===== src/rtl/fifo_write_arbiter_if.sv =====
// Requester/FIFO-write bundle shared between the requesters, the arbiter and the FIFO write port.
// The slave modport is the arbiter's view; master is the requester/FIFO environment.
interface fifo_write_arbiter_if #(
  parameter int NUM_REQ = 4,
  parameter int DATA_W  = 8
);
  logic [NUM_REQ-1:0]         req_valid;
  logic [NUM_REQ*DATA_W-1:0]  req_data;
  logic [NUM_REQ-1:0]         req_last;
  logic [NUM_REQ-1:0]         req_ready;
  logic                       fifo_full;
  logic                       fifo_write_en;
  logic [DATA_W-1:0]          fifo_write_data;
  logic                       grant_valid;
  logic [$clog2(NUM_REQ)-1:0] grant_id;

  modport master (
    output req_valid, req_data, req_last, fifo_full,
    input  req_ready, fifo_write_en, fifo_write_data, grant_valid, grant_id
  );

  modport slave (
    input  req_valid, req_data, req_last, fifo_full,
    output req_ready, fifo_write_en, fifo_write_data, grant_valid, grant_id
  );
endinterface


===== src/rtl/fifo_write_arbiter.sv =====
// Round-robin arbiter sharing the async FIFO write port among NUM_REQ requesters.
// Grants last up to MAX_BURST beats or until last; one IDLE bubble separates grants.
module fifo_write_arbiter #(
  parameter int NUM_REQ   = 4,
  parameter int DATA_W    = 8,
  parameter int MAX_BURST = 4
) (
  input  logic                 clk,
  input  logic                 rst_l,
  fifo_write_arbiter_if.slave  bus
);

  localparam int ID_W  = $clog2(NUM_REQ);
  localparam int CNT_W = (MAX_BURST > 1) ? $clog2(MAX_BURST) : 1;

  localparam logic [0:0] IDLE  = 1'b0;
  localparam logic [0:0] GRANT = 1'b1;

  localparam logic [ID_W-1:0]  LAST_ID = ID_W'(NUM_REQ - 1);
  localparam logic [CNT_W-1:0] CNT_MAX = CNT_W'(MAX_BURST - 1);

  logic [0:0]      state_q,      state_d;
  logic [ID_W-1:0] grant_id_q,   grant_id_d;
  logic [ID_W-1:0] last_grant_q, last_grant_d;
  logic [CNT_W-1:0] beat_cnt_q,  beat_cnt_d;

  logic              sel_valid;
  logic              sel_last;
  logic [DATA_W-1:0] sel_data;
  logic              xfer;
  logic              release_gnt;
  logic [ID_W:0]     pick;
  logic [NUM_REQ-1:0] ready;

  // Returns {found, index}: first valid requester above 'last', wrapping.
  // Walking the offsets downward lets the smallest offset overwrite the rest.
  function automatic logic [ID_W:0] rr_pick(input logic [NUM_REQ-1:0] valid,
                                            input logic [ID_W-1:0]    last);
    logic [ID_W:0] res;
    logic [ID_W-1:0] idx;
    res = '0;
    for (int k = NUM_REQ; k >= 1; k--) begin
      idx = ID_W'((int'(last) + k) % NUM_REQ);
      if (valid[idx]) res = {1'b1, idx};
    end
    return res;
  endfunction

  always_comb begin
    sel_valid = 1'b0;
    sel_last  = 1'b0;
    sel_data  = '0;
    for (int i = 0; i < NUM_REQ; i++) begin
      if (grant_id_q == ID_W'(i)) begin
        sel_valid = bus.req_valid[i];
        sel_last  = bus.req_last[i];
        sel_data  = bus.req_data[i*DATA_W +: DATA_W];
      end
    end
  end

  always_comb begin
    xfer        = (state_q == GRANT) && sel_valid && !bus.fifo_full;
    release_gnt = (state_q == GRANT) &&
                  ((xfer && (sel_last || (beat_cnt_q == CNT_MAX))) || !sel_valid);
    pick        = rr_pick(bus.req_valid, last_grant_q);
    ready       = '0;
    for (int i = 0; i < NUM_REQ; i++) begin
      ready[i] = xfer && (grant_id_q == ID_W'(i));
    end
  end

  always_comb begin
    state_d      = state_q;
    grant_id_d   = grant_id_q;
    last_grant_d = last_grant_q;
    beat_cnt_d   = beat_cnt_q;
    case (state_q)
      IDLE: begin
        if (pick[ID_W]) begin
          grant_id_d = pick[ID_W-1:0];
          beat_cnt_d = '0;
          state_d    = GRANT;
        end
      end
      GRANT: begin
        // A full FIFO only freezes the burst; it never forces a release.
        if (release_gnt) begin
          state_d      = IDLE;
          last_grant_d = grant_id_q;
          beat_cnt_d   = '0;
        end else if (xfer) begin
          beat_cnt_d = beat_cnt_q + CNT_W'(1);
        end
      end
      default: state_d = IDLE;
    endcase
  end

  always_ff @(posedge clk or negedge rst_l) begin
    if (!rst_l) begin
      state_q      <= IDLE;
      grant_id_q   <= LAST_ID;
      last_grant_q <= LAST_ID;
      beat_cnt_q   <= '0;
    end else begin
      state_q      <= state_d;
      grant_id_q   <= grant_id_d;
      last_grant_q <= last_grant_d;
      beat_cnt_q   <= beat_cnt_d;
    end
  end

  assign bus.req_ready       = ready;
  assign bus.fifo_write_en   = xfer;
  assign bus.fifo_write_data = sel_data;
  assign bus.grant_valid     = (state_q == GRANT);
  assign bus.grant_id        = grant_id_q;

endmodule


===== src/flat_wrapper.sv =====
// flat-port wrapper written by rule: the top's interface ports become plain ports
module fifo_write_arbiter_flat 
#(
  parameter int NUM_REQ   = 4,
  parameter int DATA_W    = 8,
  parameter int MAX_BURST = 4
)
  (clk, rst_l, bus_req_valid, bus_req_data, bus_req_last, bus_fifo_full, bus_req_ready, bus_fifo_write_en, bus_fifo_write_data, bus_grant_valid, bus_grant_id);
  fifo_write_arbiter_if #(.NUM_REQ(NUM_REQ), .DATA_W(DATA_W)) bus_i ();
  input  logic clk;
  input  logic rst_l;
  input wire logic [$bits(bus_i.req_valid)-1:0] bus_req_valid;
  input wire logic [$bits(bus_i.req_data)-1:0] bus_req_data;
  input wire logic [$bits(bus_i.req_last)-1:0] bus_req_last;
  input wire logic [$bits(bus_i.fifo_full)-1:0] bus_fifo_full;
  output wire logic [$bits(bus_i.req_ready)-1:0] bus_req_ready;
  output wire logic [$bits(bus_i.fifo_write_en)-1:0] bus_fifo_write_en;
  output wire logic [$bits(bus_i.fifo_write_data)-1:0] bus_fifo_write_data;
  output wire logic [$bits(bus_i.grant_valid)-1:0] bus_grant_valid;
  output wire logic [$bits(bus_i.grant_id)-1:0] bus_grant_id;
  assign bus_i.req_valid = bus_req_valid;
  assign bus_i.req_data = bus_req_data;
  assign bus_i.req_last = bus_req_last;
  assign bus_i.fifo_full = bus_fifo_full;
  assign bus_req_ready = bus_i.req_ready;
  assign bus_fifo_write_en = bus_i.fifo_write_en;
  assign bus_fifo_write_data = bus_i.fifo_write_data;
  assign bus_grant_valid = bus_i.grant_valid;
  assign bus_grant_id = bus_i.grant_id;
  fifo_write_arbiter #(.NUM_REQ(NUM_REQ), .DATA_W(DATA_W), .MAX_BURST(MAX_BURST)) u_core (.clk(clk), .rst_l(rst_l), .bus(bus_i));
endmodule

===== config.mk =====
export PLATFORM = sky130hd
export DESIGN_NAME = fifo_write_arbiter_flat
export DESIGN_NICKNAME = d
export VERILOG_FILES = /design/src/rtl/fifo_write_arbiter_if.sv /design/src/rtl/fifo_write_arbiter.sv /design/src/flat_wrapper.sv
export SDC_FILE = /design/constraint.sdc
export NUM_CORES = 1
export LEC_CHECK = 0
export CAP_MARGIN = 20
export CORE_UTILIZATION = 35
export CTS_CLUSTER_DIAMETER = 80
export DETAILED_ROUTE_END_ITERATION = 12
export PLACE_DENSITY = 0.85
export REMOVE_ABC_BUFFERS = 1
export SLEW_MARGIN = 20
export SYNTH_ARGS = -nofsm -noshare
export SYNTH_HDL_FRONTEND = slang
export SYNTH_SLANG_ARGS = --single-unit

===== constraint.sdc =====
create_clock -name clk -period 3.2 [get_ports clk]
set_clock_uncertainty 0.2 [all_clocks]
set_input_delay 0.48 -clock clk [delete_from_list [all_inputs] [get_ports clk]]
set_output_delay 0.48 -clock clk [all_outputs]
set_load 0.05 [all_outputs]

# ---- Yosys cells after proc, flatten, opt, wreduce, memory -nomap -nowiden
# Index checks and enable logic that the tools add are counted.
# W data, S select, Z words.
dict set report word_totals {
  reg_bits 7
  latch_bits 0
  ramBits 0
  romBits 0
  inputBits 43
  word_cells 67
  mem_count 0
}
dict set report op_classes {
  n_addsub 5
  mul 0
  div_mod_pow 0
  order_cmp 4
  eq_ne 6
  shift 0
  mux 31
  n_bitwise 1
  reduce_logical 16
}
# cell count
set op_table {}
lappend op_table {{$mux W8} 4}
lappend op_table {{$mux W1} 14}
lappend op_table {{$lt A2 B3 Y1 const B} 4}
lappend op_table {{$mux W3} 4}
lappend op_table {{$bmux W1 S2} 4}
lappend op_table {{$logic_and A1 B1 Y1} 8}
lappend op_table {{$add A2 B1 Y2 const B} 3}
lappend op_table {{$eq A2 B2 Y1 const B} 3}
lappend op_table {{$mux W2} 3}
lappend op_table {{$reduce_and A2 Y1} 3}
lappend op_table {{$add A2 B2 Y2 const B} 2}
lappend op_table {{$pmux W2 S2} 1}
lappend op_table {{$ne A3 B3 Y1 const B} 1}
lappend op_table {{$eq A2 B1 Y1 const B} 1}
lappend op_table {{$logic_not A1 Y1} 2}
lappend op_table {{$logic_not A2 Y1} 1}
lappend op_table {{$logic_or A1 B1 Y1} 2}
lappend op_table {{$ne A2 B1 Y1 const B} 1}
lappend op_table {{$pmux W1 S2} 1}
lappend op_table {{$not A1 Y1} 1}

# ---- Logic depth before layout (Yosys ltp)
dict set report logic_depth {
  depth_word 12
  ltp_mapped 5
}

# ---- Worst setup path before layout
# Ideal clock, no wire load.
dict set report synth_path {
  path_kind {register to output}
  startpoint {register u_core.grant_id_q[0] (netlist: u_core.bus.grant_id[0])}
  endpoint {output bus_req_ready[1]}
  arrival_time_ns 2.902
  setup_slack_ns -0.382
  path_stages_with_launch 5
  path_cell_list {dfstp_2 -> buf_4 -> mux4_2 -> nand2_2 -> nor4b_1}
}
dict set report synth_between {
  elab_chain_len 8
  word_cells_on_any_way 11
  cone_classes {3 x eq/ne; 4 x mux; 4 x reduce/logical}
}
# item line
set synth_lines {}
lappend synth_lines {{start, declared} fifo_write_arbiter.sv:23} ;# logic [ID_W-1:0] grant_id_q, grant_id_d;
lappend synth_lines {{start signal, assigned} fifo_write_arbiter.sv:108} ;# grant_id_q <= grant_id_d;
lappend synth_lines {{$logic_not A2 Y1} fifo_write_arbiter.sv:54} ;# if (grant_id_q == ID_W'(i)) begin
lappend synth_lines {{$mux W1 (4 in a row)} fifo_write_arbiter.sv:54}
lappend synth_lines {{$logic_and A1 B1 Y1 (2 in a row)} fifo_write_arbiter.sv:63} ;# xfer = (state_q == GRANT) && sel_valid && !bus.fifo_full;
lappend synth_lines {{$logic_and A1 B1 Y1 *} fifo_write_arbiter.sv:69} ;# ready[i] = xfer && (grant_id_q == ID_W'(i));
lappend synth_lines {{end, declared} flat_wrapper.sv:16} ;# output wire logic [$bits(bus_i.req_ready)-1:0] bus_req_ready;
# Mark *: on every way between the ends. The rest lies on a longest branch, timed or not.

# ---- Final worst setup path
dict set report layout_path {
  startpoint {register u_core.grant_id_q[0] (netlist: u_core.bus.grant_id[0])}
  endpoint {output bus_fifo_write_data[7]}
}
dict set report layout_between {
  elab_chain_len 5
  word_cells_on_any_way 8
  cone_classes {3 x eq/ne; 4 x mux; 1 x reduce/logical}
}
# item line
set layout_lines {}
lappend layout_lines {{$logic_not A2 Y1} fifo_write_arbiter.sv:54}
lappend layout_lines {{$mux W8 (3 in a row)} fifo_write_arbiter.sv:54}
lappend layout_lines {{$mux W8 *} fifo_write_arbiter.sv:54}
lappend layout_lines {{end, declared} flat_wrapper.sv:18} ;# output wire logic [$bits(bus_i.fifo_write_data)-1:0] bus_fifo_write_data;
# Marked as above.

==> qor.yml <==
global_routing:
  grt_usage_pct: 17.64
  grt_pass1_wl_mm: 2.849
  grt_pass1_vias: 650
  gr-total-overflow: 0
  grt_max_degree: 19
  antenna_found_initial: 0
final_layout:
  regArea_um2: 180.2
  final_common_cell: "clkdlybuf4s50_1"
  drive_above_1_share_pct: 23.73
  layout_common_cells: "clkdlybuf4s50_1 (53), mux4_2 (8), nor2_1 (6)"
  n_antenna_cell: 0
  layout.nets: 163
  final_cell_area_mm2: 0.001371
  instances_no_fill: 145
  area_growth_pct: 85.76
  fillers: 141
  multi_input_area_um2: 518.0
worst_hold_path:
  holdCritPathClass: "input pin to asynchronous set/reset pin"
placed_design:
  io_buffers: 58
  dp.cells: 141
  dp_hpwl_mm: 1.719
  routabilityCongestion: 0.7708
  placed_area_mm2: 0.001345
synth:
  syn_avg_cell_area_um2: 12.10
  synth_xor_xnor_area_share_pct: 0
  synth_compound_area_share_pct: 14.41
  synth.distinct_cells: 34
  synth-adder-area-share_pct: 1.695
  yosys_warnings: 0
  muxShareOfSynthArea_pct: 37.80
  synthTopCellsByArea: "mux4_2 (24%), dfstp_2 (14%), dfrtp_1 (10%)"
  yosys_most_used_dff: "dfstp_2"
  synth_top_family_by_area: "multiplexers"
  synth-async-reset-ratio_pct: 100.0
  synthCells: 61
  syn_area_um2: 738.2
  synth_edf_count: 0
  ys_seq_area_share_pct: 24.41
  synth_top_area_share_pct: 24.41
  yosysTopAreaCell: "mux4_2"
  ys_ff_latch: 7
  synth_simple_gate_area_share_pct: 16.27
timing:
  fin_crit_ps: 3061
  tightest_slew_ps: 527.0
  fmax_mhz: 326.7
  hold_viol: 0
  min_period_over_period_pct: 95.64
  slew_violations: 0
  setup_violations: 0
  relSlewSlack_pct: 64.76
  rsz0062_at_grt: "false"
  tns_ps: 0
floorplanning:
  fp.dieH_um: 47.93
  dieArea_mm2: 0.002297
  core_area_mm2: 0.001982
  die_w_um: 47.93
  start_util_pct: 37.25
  ios: 59
  rows: 16
setup_path:
  start_kind: "flip-flop"
  critPathKind: "flip-flop to output pin"
  cp.arrival_ps: 2380
  critPathRequiredTime_ps: 2520
  end_kind: "output pin"
  path_max_fanout: 18
routing:
  vias_per_cell: 5.241
  wl_mm: 2.063
  num_vias: 760
  firstDrtPassIters: 1
  met1_length_um: 773
  wl_met3_um: 258
  drtAntennaViolNets: 0
  drt_iter0_drc: 0
  drc: 0
  dr.max_layer_used: "met3"
  routed-wl-met2_mm: 1.031
  wl_per_cell_um: 14.23
run_status:
  status: "finished clean"
run:
  cap_viol_max_count: 0
power_and_ir_drop:
  p_leak_nw: 0.5214
  total_power_mw: 1.173
  ir_worst_vdd_v: 0.0006351
  power.density_mw_per_mm2: 855.2
clock_tree:
  h-tree-depth: 1
  ctsHoldBuffers: 0
  cts_resized: 0
  cts_setup_buffers: 0
  cts.sinks: 7
  worstSkewPairLatency_ps: 240
  clockRootBuffer: "clkbuf_4"
  numCtsBuffers: 3
  cts_tree: "done"
  clockBufferDepth: 2
  clkTransAtPathRegs_ps: 50
-- registers in the layout (all words and copies together), names as in the netlist --
| signal | cells |
|---|---|
| u_core.beat_cnt_q | 2 |
| u_core.bus.grant_id | 2 |
| u_core.bus.grant_valid | 1 |
| u_core.last_grant_q | 2 |
-- report_power, final --
group          internal, mW  switching, mW  total, mW
Sequential            0.148          0.113      0.261
Combinational         0.381          0.453      0.835
Clock                0.0474         0.0293     0.0767
-- worst max-delay path: stages, from the launching register on --
cell             delay [ps]
dfstp_2                 810
mux4_1                  610
clkdlybuf4s50_1         710
-- stage by stage --
stage,hold WS [ps],utilization (%),setup WS (ps)
global route,283.4,69.19,10.91
detailed placement,302.7,67.87,312.4
floorplan,-15.59,-,-536.5
global placement,300.2,67.87,355.8
finish,280.2,69.19,139.4
CTS,284.2,69.19,110.9
-- logic make-up (layout without fill, tap and decap cells) --
group / count (synthesis) / in the layout
buffers and inverters: 7 / 64
DFF: 7 / 7
and+or+nand+nor: 20 / 20
AOI/OAI and AO/OA: 11 / 11
muxes: 15 / 15
adders and majority gates: 1 / 1
-- worst paths after layout --
| check | from | to | slack (ps) | depth (start not counted) |
|---|---|---|---|---|
| min reg2reg | u_core.beat_cnt_q[1] | u_core.beat_cnt_q[1] | 310 | 1 |
| max in group asynchronous | rst_l | u_core.last_grant_q[0] | 2250 | 1 |
| min | rst_l | u_core.bus.grant_valid | 280 | 1 |
| min in group clk | u_core.beat_cnt_q[1] | u_core.beat_cnt_q[1] | 310 | 1 |
| max reg2reg | u_core.bus.grant_id[1] | u_core.beat_cnt_q[0] | 930 | 3 |
| max | u_core.bus.grant_id[0] | bus_fifo_write_data[7] | 140 | 2 |
-- per-layer routing --
metal,vias up,GRT usage (%)
met2,35,33.24
met4,0,7.778
met1,365,18.52
met3,0,3.774
li1,360,-
met5,-,0
-- cell type report --
class | instances | area share, %
clock buffers | 4 | 1.916
multi-input cells | 47 | 37.77
flip-flops and latches | 7 | 13.14
inverters | 2 | 0.5474
well taps | 27 | 2.463
repair buffers | 58 | 44.16
-- synthesized netlist by cell type, types with 2 or more instances --
| library cell | n |
|---|---|
| buf_2 | 2 |
| dfrtp_1 | 3 |
| nor2b_1 | 2 |
| o21ai_0 | 3 |
| dfstp_2 | 4 |
| nor4b_1 | 2 |
| nand2b_1 | 3 |
| mux2_4 | 2 |
| nor2_1 | 6 |
| mux2_1 | 2 |
| mux2i_1 | 2 |
| mux4_2 | 8 |
Note: power is estimated with default switching activity, not from simulation.
